[src/rtl/int_to_raw_fn_pipe_pkg.sv]
// Shared FPU definitions for the integer-to-raw-float path: rounding modes,
// the raw HardFloat result record and the exponent bias of the 64-bit normalizer.
package int_to_raw_fn_pipe_pkg;

    localparam logic [2:0] RNE = 3'd0;
    localparam logic [2:0] RTZ = 3'd1;
    localparam logic [2:0] RDN = 3'd2;
    localparam logic [2:0] RUP = 3'd3;
    localparam logic [2:0] RMM = 3'd4;
    localparam logic [2:0] ODD = 3'd6;

    // sExp of a value whose leading one sits at bit 0 of the 64-bit magnitude
    localparam logic [8:0] RAW_EXP_BIAS_IN64 = 9'h080;

    typedef struct packed {
        logic        is_zero;
        logic        sign;
        logic [8:0]  s_exp;
        logic [64:0] sig;
    } raw_fn_t;

endpackage

[src/rtl/int_to_raw_fn_pipe_if.sv]
// Operand/result handshake bundle for int_to_raw_fn_pipe.
// INT_TO_RAW_W32_EN adds the io_in_bits_is32 operand-width select.
interface int_to_raw_fn_pipe_if #(
    parameter int unsigned TAG_W = 5
);
    logic             io_in_valid;
    logic             io_in_ready;
    logic [63:0]      io_in_bits_int;
    logic             io_in_bits_signed;
    logic [2:0]       io_in_bits_rm;
    logic [TAG_W-1:0] io_in_bits_tag;
`ifdef INT_TO_RAW_W32_EN
    logic             io_in_bits_is32;
`endif
    logic             io_out_valid;
    logic             io_out_ready;
    logic             io_out_isZero;
    logic             io_out_sign;
    logic [8:0]       io_out_sExp;
    logic [64:0]      io_out_sig;
    logic [2:0]       io_out_rm;
    logic [TAG_W-1:0] io_out_tag;

    // Producer/consumer side (drives operands, accepts results)
    modport master (
        output io_in_valid, io_in_bits_int, io_in_bits_signed, io_in_bits_rm, io_in_bits_tag,
`ifdef INT_TO_RAW_W32_EN
        output io_in_bits_is32,
`endif
        output io_out_ready,
        input  io_in_ready, io_out_valid, io_out_isZero, io_out_sign, io_out_sExp, io_out_sig,
        input  io_out_rm, io_out_tag
    );

    // Normalizer side
    modport slave (
        input  io_in_valid, io_in_bits_int, io_in_bits_signed, io_in_bits_rm, io_in_bits_tag,
`ifdef INT_TO_RAW_W32_EN
        input  io_in_bits_is32,
`endif
        input  io_out_ready,
        output io_in_ready, io_out_valid, io_out_isZero, io_out_sign, io_out_sExp, io_out_sig,
        output io_out_rm, io_out_tag
    );
endinterface

[src/rtl/int_to_raw_fn_pipe_lzc64.sv]
// Combinational 64-bit leading-zero counter built as a binary tree.
// Each node carries an all-zero flag and the zero count within its span;
// a zero input yields 64.
module int_to_raw_fn_pipe_lzc64 (
    input  logic [63:0] value,
    output logic [6:0]  count
);
    logic [63:0]      z0;
    logic [31:0]      z1;
    logic [31:0]      c1;
    logic [15:0]      z2;
    logic [15:0][1:0] c2;
    logic [7:0]       z3;
    logic [7:0][2:0]  c3;
    logic [3:0]       z4;
    logic [3:0][3:0]  c4;
    logic [1:0]       z5;
    logic [1:0][4:0]  c5;
    logic             z6;
    logic [5:0]       c6;

    // Merge pairs level by level; node 0 is always the most-significant span
    always_comb begin
        for (int i = 0; i < 64; i++) z0[i] = ~value[63-i];
        for (int n = 0; n < 32; n++) begin
            z1[n] = z0[2*n] & z0[2*n+1];
            c1[n] = z0[2*n];
        end
        for (int n = 0; n < 16; n++) begin
            z2[n] = z1[2*n] & z1[2*n+1];
            c2[n] = z1[2*n] ? {1'b1, c1[2*n+1]} : {1'b0, c1[2*n]};
        end
        for (int n = 0; n < 8; n++) begin
            z3[n] = z2[2*n] & z2[2*n+1];
            c3[n] = z2[2*n] ? {1'b1, c2[2*n+1]} : {1'b0, c2[2*n]};
        end
        for (int n = 0; n < 4; n++) begin
            z4[n] = z3[2*n] & z3[2*n+1];
            c4[n] = z3[2*n] ? {1'b1, c3[2*n+1]} : {1'b0, c3[2*n]};
        end
        for (int n = 0; n < 2; n++) begin
            z5[n] = z4[2*n] & z4[2*n+1];
            c5[n] = z4[2*n] ? {1'b1, c4[2*n+1]} : {1'b0, c4[2*n]};
        end
        z6    = z5[0] & z5[1];
        c6    = z5[0] ? {1'b1, c5[1]} : {1'b0, c5[0]};
        count = z6 ? 7'd64 : {1'b0, c6};
    end

endmodule

[src/rtl/int_to_raw_fn_pipe.sv]
// Two-stage integer-to-raw-float normalizer with valid/ready backpressure.
// Stage 1 takes the magnitude, stage 2 normalizes it via a leading-zero count.
// Optional: define INT_TO_RAW_W32_EN to accept 32-bit operands (io_in_bits_is32).
module int_to_raw_fn_pipe
    import int_to_raw_fn_pipe_pkg::*;
#(
    parameter int unsigned TAG_W = 5
) (
    input logic                  clock,
    input logic                  reset,
    int_to_raw_fn_pipe_if.slave  io
);

    logic             s1_en;
    logic             s2_en;
    logic             s1_valid;
    logic             s1_sign;
    logic [63:0]      s1_abs;
    logic [2:0]       s1_rm;
    logic [TAG_W-1:0] s1_tag;
    logic             s2_valid;
    raw_fn_t          s2_raw;
    logic [2:0]       s2_rm;
    logic [TAG_W-1:0] s2_tag;

    logic [63:0]      in_op;
    logic             in_sign;
    logic [63:0]      in_abs;
    logic [6:0]       lz;
    raw_fn_t          norm;

    // A stage may load when empty or when the stage after it is draining
    assign s2_en       = !s2_valid | io.io_out_ready;
    assign s1_en       = !s1_valid | s2_en;
    assign io.io_in_ready = s1_en;

    // Operand widening and magnitude; the most negative value maps to 2^63
    always_comb begin
        in_op = io.io_in_bits_int;
`ifdef INT_TO_RAW_W32_EN
        if (io.io_in_bits_is32) begin
            in_op = io.io_in_bits_signed ?
                    {{32{io.io_in_bits_int[31]}}, io.io_in_bits_int[31:0]} :
                    {32'b0, io.io_in_bits_int[31:0]};
        end
`endif
        in_sign = io.io_in_bits_signed & in_op[63];
        in_abs  = in_sign ? (~in_op + 64'd1) : in_op;
    end

    int_to_raw_fn_pipe_lzc64 u_lzc (
        .value (s1_abs),
        .count (lz)
    );

    // Normalize so the leading one lands on sig[63]; a shift of 64 clears zero inputs
    always_comb begin
        norm.is_zero = (s1_abs == 64'd0);
        norm.sign    = s1_sign;
        norm.sig     = {1'b0, s1_abs << lz};
        norm.s_exp   = RAW_EXP_BIAS_IN64;
        if (!norm.is_zero) norm.s_exp = RAW_EXP_BIAS_IN64 + (9'd63 - {2'b0, lz});
    end

    // Stage 1 register: magnitude, sign and pass-through fields
    always_ff @(posedge clock) begin
        if (!reset) begin
            s1_valid <= 1'b0;
            s1_sign  <= 1'b0;
            s1_abs   <= '0;
            s1_rm    <= '0;
            s1_tag   <= '0;
        end else if (s1_en) begin
            s1_valid <= io.io_in_valid;
            s1_sign  <= in_sign;
            s1_abs   <= in_abs;
            s1_rm    <= io.io_in_bits_rm;
            s1_tag   <= io.io_in_bits_tag;
        end
    end

    // Stage 2 register: normalized raw result, held while the consumer stalls
    always_ff @(posedge clock) begin
        if (!reset) begin
            s2_valid <= 1'b0;
            s2_raw   <= '0;
            s2_rm    <= '0;
            s2_tag   <= '0;
        end else if (s2_en) begin
            s2_valid <= s1_valid;
            s2_raw   <= norm;
            s2_rm    <= s1_rm;
            s2_tag   <= s1_tag;
        end
    end

    assign io.io_out_valid  = s2_valid;
    assign io.io_out_isZero = s2_raw.is_zero;
    assign io.io_out_sign   = s2_raw.sign;
    assign io.io_out_sExp   = s2_raw.s_exp;
    assign io.io_out_sig    = s2_raw.sig;
    assign io.io_out_rm     = s2_rm;
    assign io.io_out_tag    = s2_tag;

endmodule

[src/flat_wrapper.sv]
// flat-port wrapper written by rule: the top's interface ports become plain ports
module int_to_raw_fn_pipe_flat import int_to_raw_fn_pipe_pkg::*;
#(
    parameter int unsigned TAG_W = 5
)
  (clock, reset, io_io_in_valid, io_io_in_bits_int, io_io_in_bits_signed, io_io_in_bits_rm, io_io_in_bits_tag, io_io_out_ready, io_io_in_ready, io_io_out_valid, io_io_out_isZero, io_io_out_sign, io_io_out_sExp, io_io_out_sig, io_io_out_rm, io_io_out_tag);
  int_to_raw_fn_pipe_if #(.TAG_W(TAG_W)) io_i ();
  input logic clock;
  input logic reset;
  input wire logic [$bits(io_i.io_in_valid)-1:0] io_io_in_valid;
  input wire logic [$bits(io_i.io_in_bits_int)-1:0] io_io_in_bits_int;
  input wire logic [$bits(io_i.io_in_bits_signed)-1:0] io_io_in_bits_signed;
  input wire logic [$bits(io_i.io_in_bits_rm)-1:0] io_io_in_bits_rm;
  input wire logic [$bits(io_i.io_in_bits_tag)-1:0] io_io_in_bits_tag;
  input wire logic [$bits(io_i.io_out_ready)-1:0] io_io_out_ready;
  output wire logic [$bits(io_i.io_in_ready)-1:0] io_io_in_ready;
  output wire logic [$bits(io_i.io_out_valid)-1:0] io_io_out_valid;
  output wire logic [$bits(io_i.io_out_isZero)-1:0] io_io_out_isZero;
  output wire logic [$bits(io_i.io_out_sign)-1:0] io_io_out_sign;
  output wire logic [$bits(io_i.io_out_sExp)-1:0] io_io_out_sExp;
  output wire logic [$bits(io_i.io_out_sig)-1:0] io_io_out_sig;
  output wire logic [$bits(io_i.io_out_rm)-1:0] io_io_out_rm;
  output wire logic [$bits(io_i.io_out_tag)-1:0] io_io_out_tag;
  assign io_i.io_in_valid = io_io_in_valid;
  assign io_i.io_in_bits_int = io_io_in_bits_int;
  assign io_i.io_in_bits_signed = io_io_in_bits_signed;
  assign io_i.io_in_bits_rm = io_io_in_bits_rm;
  assign io_i.io_in_bits_tag = io_io_in_bits_tag;
  assign io_i.io_out_ready = io_io_out_ready;
  assign io_io_in_ready = io_i.io_in_ready;
  assign io_io_out_valid = io_i.io_out_valid;
  assign io_io_out_isZero = io_i.io_out_isZero;
  assign io_io_out_sign = io_i.io_out_sign;
  assign io_io_out_sExp = io_i.io_out_sExp;
  assign io_io_out_sig = io_i.io_out_sig;
  assign io_io_out_rm = io_i.io_out_rm;
  assign io_io_out_tag = io_i.io_out_tag;
  int_to_raw_fn_pipe #(.TAG_W(TAG_W)) u_core (.clock(clock), .reset(reset), .io(io_i));
endmodule
[config.mk]
export PLATFORM = sky130hd
export DESIGN_NAME = int_to_raw_fn_pipe_flat
export DESIGN_NICKNAME = d
export VERILOG_FILES = /design/src/rtl/int_to_raw_fn_pipe_pkg.sv /design/src/rtl/int_to_raw_fn_pipe_if.sv /design/src/rtl/int_to_raw_fn_pipe_lzc64.sv /design/src/rtl/int_to_raw_fn_pipe.sv /design/src/flat_wrapper.sv
export SDC_FILE = /design/constraint.sdc
export NUM_CORES = 1
export LEC_CHECK = 0
export ABC_CLOCK_PERIOD_IN_PS = 9840
export BUFFER_PORTS_ARGS = -buffer_cell sky130_fd_sc_hd__buf_2
export CAP_MARGIN = 15
export CORE_AREA = 2 2 174 125
export DETAILED_ROUTE_END_ITERATION = 6
export DIE_AREA = 0 0 176 127
export PLACE_DENSITY = 0.81
export REMOVE_ABC_BUFFERS = 1
export SYNTH_ARGS = -nofsm -noshare
export SYNTH_HDL_FRONTEND = slang
export SYNTH_SLANG_ARGS = --single-unit
[constraint.sdc]
create_clock -name clock -period 9.84 [get_ports clock]
set_clock_uncertainty 0.05 [all_clocks]
set_input_delay 2.952 -clock clock [delete_from_list [all_inputs] [get_ports clock]]
set_output_delay 2.952 -clock clock [all_outputs]
set_load 0.05 [all_outputs]
==> impl_metrics.py, run 1 <==
metrics = {
    "run_status": {
        "status": "complete, no violations",
    },
    "power_and_ir_drop": {
        "leakagePower_uw": 0.00554,
        "powerDensity_mw_per_mm2": 196,
        "ir_drop_uv": 123,
        "total_power_uw": 2670,
    },
    "timing": {
        "rsz0062_at_grt": "no",
        "slew_viol_final": 0,
        "fin_crit_ns": 7.85,
        "setup_viol": 0,
        "fin_crit_sh_pct": 79.8,
        "tns_ns": 0,
        "fmax_mhz": 127,
        "final_hold_viol_count": 0,
        "hold_slack_ns": 0.403,
        "worst_pin_slew_ns": 1.25,
        "max_slew_margin_pct": 14.8,
    },
    "synthesis": {
        "synthMostInstantiatedCell": "nor2_1",
        "synth_edf_count": 0,
        "netlist_top_cells_count": "nor2_1 (170), nand2_1 (158), dfxtp_1 (156), a21oi_1 (126), mux2i_1 (118)",
        "synth_top_cell_by_area": "dfxtp_1",
        "yosys-top-cells-area": "dfxtp_1 (26%), mux2i_1 (9.7%), nor2_1 (5.2%)",
        "syn_inst": 1609,
        "synthArstFlopShare_pct": 0,
        "synth.top_cell.area_share_pct": 25.6,
        "ys_seq_area_share_pct": 25.6,
        "synth.avg_cell_area_um2": 7.59,
        "yosysWarnings": 0,
        "syn-cell-area_mm2": 0.0122,
        "synth_cell_type_count": 92,
        "ys.flop_type": "dfxtp_1",
        "synth-seq-cells": 156,
    },
    "clock_tree": {
        "post_cts_resized": 0,
        "hold_buffers": 0,
        "h-tree-depth": 4,
        "clkSinkCount": 156,
        "clock_latency_ns": 0.45,
        "ctsRootBufferMaster": "clkbuf_16",
        "cts_buffer_depth": 2,
        "post-cts-setup-buffer-count": 0,
        "cts_tree": "built",
        "cts_buffers": 17,
        "clk_pin_slew_ns": 0.07,
    },
    "floorplanning": {
        "die_area_mm2": 0.0224,
        "start_util_pct": 59.5,
        "rows": 44,
        "die_height_um": 127,
        "fp.dieW_um": 176,
        "num_io_pins": 163,
        "coreArea_mm2": 0.0205,
    },
    "critical_path": {
        "critPathSlowestCell": "and2_1",
        "cp-end-kind": "output pin",
        "worstPathCellList": "buf_2 > nor2b_4 > buf_4 > and2_1 > clkinv_2 > buf_2",
        "path_class": "input pin to output pin",
        "cp_slowest_stage_delay_ns": 0.50,
        "crit_buf_inv": 4,
        "cp-start-kind": "input pin",
        "cp.arrival_ns": 4.85,
        "crit_family": "buffers and inverters",
        "critical_path_required_ns": 6.84,
        "rrSetupSlack_ns": 3.69,
        "critical_path.most_common_cell": "buf_2",
        "critPathMaxFanout": 44,
    },
    "detailed_routing": {
        "wirelength_met1_mm": 18.3,
        "wl_per_cell_um": 22.8,
        "vias_per_cell": 6.95,
        "highest_layer": "met4",
        "dr_wl_met2_mm": 18.8,
        "dr.pass1.iters": 6,
        "vias": 13600,
        "antenna_left": 0,
        "wl_met3_mm": 5.88,
        "drc": 0,
        "drtIter0Drc": 2090,
        "routed_wirelength_mm": 44.6,
    },
    "layout": {
        "fin_nets": 1750,
        "antenna_cells": 0,
        "drive_above_1_share_pct": 18.1,
        "synthToLayoutAreaGrowth_pct": 11.1,
    },
    "placed_design": {
        "io_buffer_count": 159,
        "gp_congestion": 0.985,
        "place_hpwl_mm": 32.0,
    },
    "global_route": {
        "gr-usage-all-layers_pct": 38.8,
        "grt_pass1_vias": 12300,
        "grt_overflow_total": 0,
        "grt_pass1_wl_mm": 68.8,
        "grt_max_degree": 94,
        "antenna_found_initial": 0,
    },
    "worst_hold_path": {
        "hp-class": "flip-flop to flip-flop",
    },
    "job": {
        "drv_cap": 0,
    },
}
-- registers in the layout, summed over array words and instances (netlist names), 3 cells and up --
signal / flops
u_core.io.io_out_sig: 64
u_core.s1_abs: 64
u_core.io.io_out_sExp: 7
u_core.io.io_out_tag: 5
u_core.s1_tag: 5
u_core.io.io_out_rm: 3
u_core.s1_rm: 3
-- layer usage --
metal	track usage [%]	up-vias
met2	58.4	919
met4	13.6	0
li1	-	6128
met1	51.9	6433
met5	0	-
met3	13.3	147
-- stage by stage --
stage / cell area [um2] / util, % / std cells / setup WS, ns
3_3_place_gp: 12900 / 62.9 / 1927 / 2.09
3_5_place_dp: 12900 / 62.9 / 1927 / 2.02
6_report: 13600 / 66.1 / 1961 / 1.99
5_1_grt: 13600 / 66.1 / 1961 / 1.91
2_1_floorplan: 11500 / - / 1464 / 1.33
4_1_cts: 13500 / 65.9 / 1959 / 2.02
-- worst min-delay path: cells and delay by family (launching register included) --
family             cells  cell delay, ns
AOI/OAI and AO/OA      1            0.05
DFF                    1            0.31
and+or+nand+nor        1            0.05
-- power by group --
part | switching [uW] | internal (uW)
clock | 316 | 384
combinational | 795 | 378
sequential | 84.9 | 709
total | 1200 | 1470
-- cells in the final DEF, fill, tap and decap left out, types with 39 or more instances in the layout --
cell,Yosys,layout
a21oi_1,126,126
o21ai_0,104,104
nand2_1,158,157
mux2_2,39,39
mux2i_1,118,118
a211oi_1,59,59
buf_2,32,159
nor2_1,170,168
dfxtp_1,156,156
-- area by class of cell --
class | instances | area [um2]
timing repair buffer | 189 | 1060
sequential | 156 | 3120
fill | 1811 | 6960
tap | 276 | 345
multi-input combinational | 1284 | 8360
clock inverter | 14 | 171
clock buffer | 18 | 429
inverter | 24 | 91.3
-- final timing paths --
| kind | cells after the start | from | end |
|---|---|---|---|
| worst max-delay path | 6 | io_io_out_ready | io_io_in_ready |
| worst min register to register | 2 | u_core.io.io_out_tag[3] | u_core.io.io_out_tag[3] |
| worst min-delay path | 2 | u_core.io.io_out_tag[3] | u_core.io.io_out_tag[3] |
| worst max register to register | 11 | u_core.s1_abs[49] | u_core.io.io_out_sig[62] |
-- cell families after synthesis --
kind of cell / count (synthesis) / synth area share [%]
xor+xnor: 56 / 4.01
other cells: 1 / 0.0307
flops: 156 / 25.6
fa+ha+maj: 1 / 0.102
compound gates: 539 / 29.7
simple gates: 526 / 20.5
mux: 159 / 13.6
buf+inv: 171 / 6.41
(Power assumes the default switching activity.)
==> run 2, diff against run 1 <==
ABC_CLOCK_PERIOD_IN_PS = 7400   (was 9840)
CORE_AREA = 2 2 175 126   (was 2 2 174 125)
DIE_AREA = 0 0 177 128   (was 0 0 176 127)
PLACE_DENSITY = 0.8   (was 0.81)
clock period = 7.4 ns   (was 9.84 ns; I/O delays follow)
==> run 2 against run 1 <==
Global-route usage up 0.36 points. Critical path type is now input pin to flip-flop. Design area increased by 0.17%. Total power rose by 32%. Setup slack got worse by 0.69 ns. Highest routed layer unchanged. Clock-buffer cell count is 1 lower. Clock power grew 30%. First-iteration DRC count is 8.6% lower. Via count decreased by 1.2%.
==> impl_metrics.py, run 2 (synthesis results as in run 1) <==
metrics = {
    "critical_path": {
        "reg2reg_depth": 12,
        "cp-end-kind": "flip-flop",
        "startpoint": "io_io_in_bits_int[10]",
        "critical_path_required_ns": 7.70,
        "crit_end": "u_core.s1_abs[53]",
        "cp-start-kind": "input pin",
        "critPathMaxFanout": 8,
        "rrSetupSlack_ns": 1.44,
        "rr_endpoint": "u_core.io.io_out_sig[55]",
        "r2r-start": "u_core.s1_abs[44]",
        "cp.arrival_ns": 6.40,
        "path_class": "input pin to flip-flop",
    },
    "timing": {
        "fmax_mhz": 164,
        "max_slew_margin_pct": 13.8,
        "worst_pin_slew_ns": 1.26,
        "setup_viol": 0,
        "slew_viol_final": 0,
        "fin_crit_sh_pct": 82.4,
        "tns_ns": 0,
        "hold_slack_ns": 0.401,
        "rsz0062_at_grt": "no",
        "final_hold_viol_count": 0,
        "fin_crit_ns": 6.10,
    },
    "detailed_routing": {
        "vias_per_cell": 6.83,
        "antenna_left": 0,
        "vias": 13500,
        "dr.pass1.iters": 6,
        "wl_per_cell_um": 22.7,
        "drtIter0Drc": 1911,
        "drc": 0,
        "routed_wirelength_mm": 44.9,
    },
    "clock_tree": {
        "post_cts_resized": 0,
        "cts_tree": "built",
        "clkSinkCount": 156,
        "cts_buffers": 17,
        "hold_buffers": 0,
        "cts_buffer_depth": 2,
        "ctsRootBufferMaster": "clkbuf_16",
        "h-tree-depth": 4,
        "clk_pin_slew_ns": 0.07,
        "clock_latency_ns": 0.45,
        "post-cts-setup-buffer-count": 0,
    },
    "layout": {
        "drive_above_1_share_pct": 18.5,
        "antenna_cells": 0,
        "fillCellCount": 1926,
        "final_cell_mix": "nor2_1 (168), buf_2 (159), nand2_1 (157), dfxtp_1 (156), a21oi_1 (126)",
        "fin_nets": 1756,
        "multi_input_area_mm2": 0.00836,
        "final_core_util_pct": 64.4,
        "ff_latch_area_mm2": 0.00312,
        "synthToLayoutAreaGrowth_pct": 11.3,
        "final_common_cell": "nor2_1",
    },
    "power_and_ir_drop": {
        "ir_drop_uv": 169,
        "leakagePower_uw": 0.00557,
        "powerDensity_mw_per_mm2": 259,
    },
    "run_status": {
        "status": "complete, no violations",
    },
    "worst_hold_path": {
        "hp-class": "flip-flop to flip-flop",
    },
    "floorplanning": {
        "num_io_pins": 163,
        "coreArea_mm2": 0.0211,
        "die_height_um": 128,
        "start_util_pct": 57.9,
        "rows": 45,
        "die_area_mm2": 0.0227,
        "fp.dieW_um": 177,
    },
    "global_route": {
        "grt_pass1_vias": 12300,
        "grt_pass1_wl_mm": 69.7,
        "grt_max_degree": 95,
        "grt_overflow_total": 0,
        "gr-usage-all-layers_pct": 39.1,
        "antenna_found_initial": 0,
    },
    "job": {
        "drv_cap": 0,
    },
    "placed_design": {
        "io_buffer_count": 159,
        "place_hpwl_mm": 32.5,
        "gp_congestion": 1.01,
    },
}
[run 2: changes by cell type in the layout (fill, tap and decap cells not counted), sizes merged]
| cell | change |
|---|---|
| inv | -4 |
| buf | +6 |
| clkbuf | -1 |
| clkinvlp | -2 |
| clkinv | +7 |
[run 2: power breakdown]
group	internal [uW]	switching (uW)
Sequential	943	112
Combinational	508	1050
Clock	503	403
Total	1950	1570
[run 2: layout make-up]
type | instances | share of cell area (%)
Clock buffer | 17 | 3.13
Clock inverter | 15 | 1.21
Inverter | 24 | 0.672
Multi-Input combinational cell | 1284 | 61.5
Sequential cell | 156 | 23.0
Tap cell | 282 | 2.59
Timing Repair Buffer | 195 | 7.97
[run 2: per-stage QoR]
step	std cells	setup WS (ns)	power [uW]	instance area, um2
CTS	1972	1.36	3470	13600
finish	1973	1.30	3520	13600
floorplan	1464	0.351	2110	11500
global route	1973	1.00	3650	13600
detailed placement	1940	0.861	2570	13000
global placement	1940	1.02	2560	13000
[run 2: worst min-delay path by stage]
stage / end / start / cells past startpoint
after floorplan: u_core.io.io_out_valid / u_core.s1_valid / 2
after global placement: u_core.io.io_out_tag[3] / u_core.io.io_out_tag[3] / 2
after detailed placement: u_core.io.io_out_rm[1] / u_core.io.io_out_rm[1] / 2
after CTS: u_core.io.io_out_rm[1] / u_core.io.io_out_rm[1] / 2
after global routing: u_core.io.io_out_tag[3] / u_core.s1_tag[3] / 2
final: u_core.io.io_out_rm[2] / u_core.s1_rm[2] / 2
[run 2: critical path, stage by stage]
cell and delay, ns:
buf_2 0.12, or4_1 0.57, or4_1 0.50, nor4b_2 0.57
inv_1 0.22, nor3b_2 0.52, nand3_1 0.22, or2_1 0.28
nor4_2 0.58, a21oi_1 0.20, xnor2_1 0.16, a211oi_1 0.24
[run 2: layer usage]
metal / vias up / track usage, % / part of all wire, %
li1: 6132 / - / -
met1: 6300 / 53.6 / 42
met2: 869 / 58.2 / 42
met3: 169 / 10.2 / 12
met4: 0 / 16.6 / 4.0
met5: - / 0 / 0
